$ cat config.mk
export PLATFORM = sky130hd
export DESIGN_NAME = lsu_master
export DESIGN_NICKNAME = d
export VERILOG_FILES = /design/src/rtl/lsu_master_pkg.sv /design/src/rtl/lsu_align.sv /design/src/rtl/lsu_master.sv
export SDC_FILE = /design/constraint.sdc
export NUM_CORES = 1
export LEC_CHECK = 0
export BUFFER_PORTS_ARGS = -buffer_cell sky130_fd_sc_hd__buf_4
export CAP_MARGIN = 0
export CORE_ASPECT_RATIO = 0.5
export CORE_MARGIN = 1
export CORE_UTILIZATION = 50
export DETAILED_ROUTE_END_ITERATION = 10
export PLACE_DENSITY = 0.77
export SLEW_MARGIN = 10
export SYNTH_ARGS = -nofsm -noshare
export SYNTH_HDL_FRONTEND = slang
export SYNTH_SLANG_ARGS = --single-unit
$ cat constraint.sdc
create_clock -name clk -period 3.8 [get_ports clk]
set_clock_uncertainty 0.05 [all_clocks]
set_input_delay 0.19 -clock clk [delete_from_list [all_inputs] [get_ports clk]]
set_output_delay 0.19 -clock clk [all_outputs]
set_load 0.02 [all_outputs]
$ cat src/rtl/lsu_master_pkg.sv
// Shared load/store op and FSM state encodings, used by decode, DM and the LSU.
package lsu_master_pkg;

  typedef enum logic [3:0] {
    OpLb  = 4'b0000,
    OpLh  = 4'b0001,
    OpLw  = 4'b0010,
    OpLbu = 4'b0100,
    OpLhu = 4'b0101,
    OpSb  = 4'b1000,
    OpSh  = 4'b1001,
    OpSw  = 4'b1010
  } op_e;

  typedef enum logic [1:0] {
    StIdle = 2'b00,
    StBus  = 2'b01,
    StResp = 2'b10
  } state_e;

  function automatic logic op_is_store(logic [3:0] op);
    return op[3];
  endfunction

  function automatic logic op_misaligned(logic [3:0] op, logic [1:0] addr_lo);
    logic mis;
    mis = 1'b0;
    case (op)
      OpLw, OpSw:        mis = (addr_lo != 2'b00);
      OpLh, OpLhu, OpSh: mis = addr_lo[0];
      default:           mis = 1'b0;
    endcase
    return mis;
  endfunction

endpackage

$ cat src/rtl/lsu_align.sv
// Byte-lane steering: byte enables, store data replication and load extraction.
module lsu_align
  import lsu_master_pkg::*;
(
  input  logic [3:0]  op,
  input  logic [1:0]  addr_lo,
  input  logic [31:0] wdata,
  input  logic [31:0] bus_rdata,
  output logic [3:0]  be,
  output logic [31:0] wdata_rep,
  output logic [31:0] load_data
);

  logic [31:0] shifted;
  logic [7:0]  byte_sel;
  logic [15:0] half_sel;

  always_comb begin
    shifted  = bus_rdata >> {addr_lo, 3'b000};
    byte_sel = shifted[7:0];
    half_sel = addr_lo[1] ? bus_rdata[31:16] : bus_rdata[15:0];
  end

  always_comb begin
    be        = 4'b0000;
    wdata_rep = 32'h0;
    load_data = 32'h0;
    case (op)
      OpLb: begin
        be        = 4'b0001 << addr_lo;
        load_data = {{24{byte_sel[7]}}, byte_sel};
      end
      OpLbu: begin
        be        = 4'b0001 << addr_lo;
        load_data = {24'h0, byte_sel};
      end
      OpLh: begin
        be        = addr_lo[1] ? 4'b1100 : 4'b0011;
        load_data = {{16{half_sel[15]}}, half_sel};
      end
      OpLhu: begin
        be        = addr_lo[1] ? 4'b1100 : 4'b0011;
        load_data = {16'h0, half_sel};
      end
      OpLw: begin
        be        = 4'b1111;
        load_data = bus_rdata;
      end
      OpSb: begin
        be        = 4'b0001 << addr_lo;
        wdata_rep = {4{wdata[7:0]}};
      end
      OpSh: begin
        be        = addr_lo[1] ? 4'b1100 : 4'b0011;
        wdata_rep = {2{wdata[15:0]}};
      end
      OpSw: begin
        be        = 4'b1111;
        wdata_rep = wdata;
      end
      default: begin
        be = 4'b0000;
      end
    endcase
  end

endmodule

$ cat src/rtl/lsu_master.sv
// M-stage load/store unit: one bus access per request, with alignment and timeout errors.
module lsu_master
  import lsu_master_pkg::*;
#(
  parameter int unsigned MAX_WAIT = 16
) (
  input  logic        clk,
  input  logic        reset,
  input  logic        req_valid,
  output logic        req_ready,
  input  logic [3:0]  op,
  input  logic [31:0] addr,
  input  logic [31:0] wdata,
  output logic        stall,
  output logic        resp_valid,
  output logic [31:0] rdata,
  output logic        err,
  output logic        bus_req,
  output logic        bus_we,
  output logic [31:0] bus_addr,
  output logic [3:0]  bus_be,
  output logic [31:0] bus_wdata,
  input  logic        bus_ack,
  input  logic [31:0] bus_rdata
);

  localparam int unsigned CntW = $clog2(MAX_WAIT + 1);

  state_e        state_q, state_d;
  logic [3:0]    op_q, op_d;
  logic [31:0]   addr_q, addr_d;
  logic [31:0]   wdata_q, wdata_d;
  logic [CntW-1:0] cnt_q, cnt_d;
  logic [31:0]   rdata_q, rdata_d;
  logic          err_q, err_d;

  logic [3:0]    al_be;
  logic [31:0]   al_wdata;
  logic [31:0]   al_load;
  logic          in_bus;

  lsu_align u_align (
    .op        (op_q),
    .addr_lo   (addr_q[1:0]),
    .wdata     (wdata_q),
    .bus_rdata (bus_rdata),
    .be        (al_be),
    .wdata_rep (al_wdata),
    .load_data (al_load)
  );

  always_comb begin
    state_d = state_q;
    op_d    = op_q;
    addr_d  = addr_q;
    wdata_d = wdata_q;
    cnt_d   = cnt_q;
    rdata_d = rdata_q;
    err_d   = err_q;
    case (state_q)
      StIdle: begin
        if (req_valid) begin
          op_d    = op;
          addr_d  = addr;
          wdata_d = wdata;
          cnt_d   = '0;
          if (op_misaligned(op, addr[1:0])) begin
            state_d = StResp;
            rdata_d = 32'h0;
            err_d   = 1'b1;
          end else begin
            state_d = StBus;
          end
        end
      end
      StBus: begin
        // An ack on the final wait cycle still wins over the timeout.
        if (bus_ack) begin
          state_d = StResp;
          rdata_d = op_is_store(op_q) ? 32'h0 : al_load;
          err_d   = 1'b0;
        end else if (cnt_q == CntW'(MAX_WAIT - 1)) begin
          state_d = StResp;
          rdata_d = 32'h0;
          err_d   = 1'b1;
        end else begin
          cnt_d = cnt_q + CntW'(1);
        end
      end
      StResp: begin
        state_d = StIdle;
      end
      default: begin
        state_d = StIdle;
      end
    endcase
  end

  always_ff @(posedge clk or posedge reset) begin
    if (reset) begin
      state_q <= StIdle;
      op_q    <= 4'h0;
      addr_q  <= 32'h0;
      wdata_q <= 32'h0;
      cnt_q   <= '0;
      rdata_q <= 32'h0;
      err_q   <= 1'b0;
    end else begin
      state_q <= state_d;
      op_q    <= op_d;
      addr_q  <= addr_d;
      wdata_q <= wdata_d;
      cnt_q   <= cnt_d;
      rdata_q <= rdata_d;
      err_q   <= err_d;
    end
  end

  // Bus outputs are gated by state so they read as zero whenever no access is live.
  always_comb begin
    in_bus     = (state_q == StBus);
    req_ready  = (state_q == StIdle);
    stall      = ((state_q == StIdle) && req_valid) || in_bus;
    resp_valid = (state_q == StResp);
    rdata      = rdata_q;
    err        = err_q;
    bus_req    = in_bus;
    bus_we     = in_bus && op_is_store(op_q);
    bus_addr   = in_bus ? {addr_q[31:2], 2'b00} : 32'h0;
    bus_be     = in_bus ? al_be : 4'b0000;
    bus_wdata  = in_bus ? al_wdata : 32'h0;
  end

endmodule

==> results.yml <==
status:
  status: "finished clean"
layout:
  num-fill-cells: 821
  final_util: 0.716
  fin_nets: 802
  multi_input_comb_area_um2: 2550
  flow.area_growth_from_synthesis_pct: 34.9
  combined_flip_flop_and_latch_cell_area_um2: 2700
  drive_gt1_frac: 0.451
  antenna-diode-count: 0
timing:
  layout_setup_ws_ps: 664
  final-setup-viol-count: 0
  report.final.hold_viol_count: 0
  max_slew_headroom: 0.399
  max_slew.worst_pin.slew_ps: 894
  fin_hold_ws_ps: 17.6
  min_period_ps: 3140
  final.period_utilization: 0.825
  setup_repair_after_global_routing_missed_its_margin: "false"
  setup_tns_ps: 0
  maxSlewViolCount: 0
  fmaxAchievable_mhz: 319
logic_synthesis:
  yosys_warnings: 0
  synth_enable_flop_cells: 0
  asyncSetResetFlopFracSynth: 1.00
  synth-main-ff-cell: "dfrtp_1"
  ys_seq_area_frac: 0.485
  synth_largest_area_cell: "dfrtp_1"
  yosys.cell_types.count: 39
  synth.cell_area_um2: 5580
  synth_largest_type_area_fraction: 0.485
  synthCells: 508
  synthMostInstantiatedCell: "dfrtp_1"
  synthTopCellsByArea: "dfrtp_1 48%, mux2_2 14%, and2_1 4.3%"
  ys_ff_latch: 108
  synth_commonest_cells: "108 x dfrtp_1, 68 x mux2_2, 38 x and2_1"
  syn_avg_cell_area_um2: 11.0
floorplan:
  fp.dieH_um: 76.7
  placement_rows: 26
  design.portCount: 210
  dieWidth_um: 151
  core_area_um2: 10500
  die-area_um2: 11600
  floorplan.initialDensity: 0.531
grt:
  number_of_antenna_violations_at_the_first_check_in_global_routing: 0
  grt_pass1_vias: 4807
  grt_pass1_wl_mm: 24.7
  grt_max_degree: 56
  track_usage: 0.276
  grt-ovfl-total: 0
route:
  num_vias: 4799
  drtPass1Iterations: 6
  routed-wl-met2_mm: 7.65
  postRouteAntennaNets: 0
  met1_length_mm: 6.45
  remaining_drc_errors: 0
  detail_route.iter0.violations: 294
  avgViaCountPerCell: 5.71
  avgRoutedWirePerCell_um: 18.6
  detail_route.wirelength_mm: 15.7
  route.met3.wl_mm: 1.35
  route.top_layer_used: "met4"
clock_network:
  tritoncts_clock_tree: "done"
  total_of_cells_resized_after_clock_tree_synthesis: 0
  cts_htree_levels: 3
  holdBufCountCts: 1
  clock_sinks: 108
  root_buffer: "clkbuf_16"
  post_cts_setup_repair_bufs: 0
  cts_buffer_depth: 2
  clk_pin_slew_worst_paths_ps: 70
  cts_inserted_buffers: 9
  insertion_delay_of_the_later_clocked_pin_in_the_worst_skew_pair_ps: 340
placed_design:
  gp_routability_congestion: 0.867
  dp_worst_setup_slack_ps: 1080
  dp_hpwl_mm: 11.1
  placement.io_buffers: 207
hold_path:
  worstHoldPathCells: 2
  worstHoldStart: "addr[21]"
  worstHoldPathType: "in -> reg"
  holdPathEnd: "addr_q[21]"
pwr:
  vdd.ir_drop.worst_mv: 0.345
  leakage_nw: 3.46
  powerDensity_nw_per_um2: 726
worst_setup_path:
  worst-path-buf-inv: 1
  setup.worst_path.class: "reg -> out"
  cp_data_required_time_ps: 3560
  critical-path-max-stage-delay_ps: 740
  worstRegToRegCells: 4
  cp.arrival_ps: 2900
  worst-path-max-fanout: 25
  crit_family: "simple AND/OR/NAND/NOR gates"
  worst_setup_path_start_kind: "register"
  cp_slowest_cell: "or3_1"
  endpoint_kind: "primary output"
  rr_startpoint: "addr_q[1]"
  worstPathCellList: "nand2b_1, or3_1, a21oi_1, and2_1, buf_4"
  rr_endpoint: "rdata[12]"
  r2r_setup_slack_ps: 1450
run:
  max_cap_violations: 0
per-layer routing:
layer / vias up / track usage
li1: 2210 / -
met1: 2345 / 0.355
met2: 228 / 0.460
met3: 16 / 0.0774
met4: 0 / 0.0660
met5: - / 0
worst max-delay path by stage:
| stage | from | end | cells after the start |
|---|---|---|---|
| after CTS | state_q[1] | bus_wdata[3] | 5 |
| after global routing | state_q[1] | bus_wdata[4] | 5 |
| after global placement | state_q[1] | bus_wdata[6] | 5 |
| after floorplan | reset | addr_q[0] | 1 |
| after detailed placement | state_q[1] | bus_wdata[3] | 5 |
| final | state_q[1] | bus_wdata[3] | 5 |
placed cells by master, fill, tap and decap left out, types with 3 or more instances in the layout:
cell and instances:
mux4_2 8, o32ai_1 25, a221oi_1 9, nand2_1 7, and3_1 4, inv_1 35, o21ai_0 6, buf_4 220
a21oi_1 28, o31ai_1 7, nor3_1 5, dfrtp_1 108, a22oi_1 23, nor2b_1 14, and2_1 38, nand2b_1 3
mux2_2 68, clkbuf_16 9, nor2_1 34, a2bb2oi_1 16
state kept, by name, indices dropped and copies added, names as in the netlist:
signal and cells:
err 1, op_q 4, cnt_q 5, addr_q 32, rdata 32, wdata_q 32, state_q 2
area by class of cell:
| cell class | instances | area share |
|---|---|---|
| clock inverter | 5 | 0.00798 |
| clock buffer | 11 | 0.0309 |
| inverter | 36 | 0.0183 |
| timing repair buffer | 221 | 0.221 |
| multi-input combinational | 320 | 0.339 |
| sequential | 108 | 0.359 |
| tap | 140 | 0.0233 |
kinds of logic after synthesis:
logic type      count (synthesis)  synth area share
simple gates                  117             0.117
buf+inv                        81            0.0599
other cells                     1          0.000672
flops                         108             0.485
compound gates                119             0.157
xor+xnor                        3           0.00471
mux                            77             0.172
fa+ha+maj                       2           0.00449
worst reg2reg max path: cells and delay by family, from the launching register on:
family	cells	cell delay (ps)
flops	1	800
mux	1	630
compound gates	2	440
simple gates	1	310
through the flow:
| stage | instance area (µm²) | power, mW | instances |
|---|---|---|---|
| final | 7520 | 5.46 | 841 |
| after global routing | 7520 | 5.80 | 841 |
| after CTS | 7520 | 5.48 | 841 |
| after detailed placement | 7220 | 4.52 | 824 |
| after global placement | 7220 | 4.45 | 824 |
| after floorplan | 5580 | 3.68 | 509 |
power by group:
part / switching (mW) / internal, mW
Sequential: 0.343 / 1.60
Combinational: 1.31 / 1.26
Clock: 0.434 / 0.516
(Power assumes the default switching activity.)
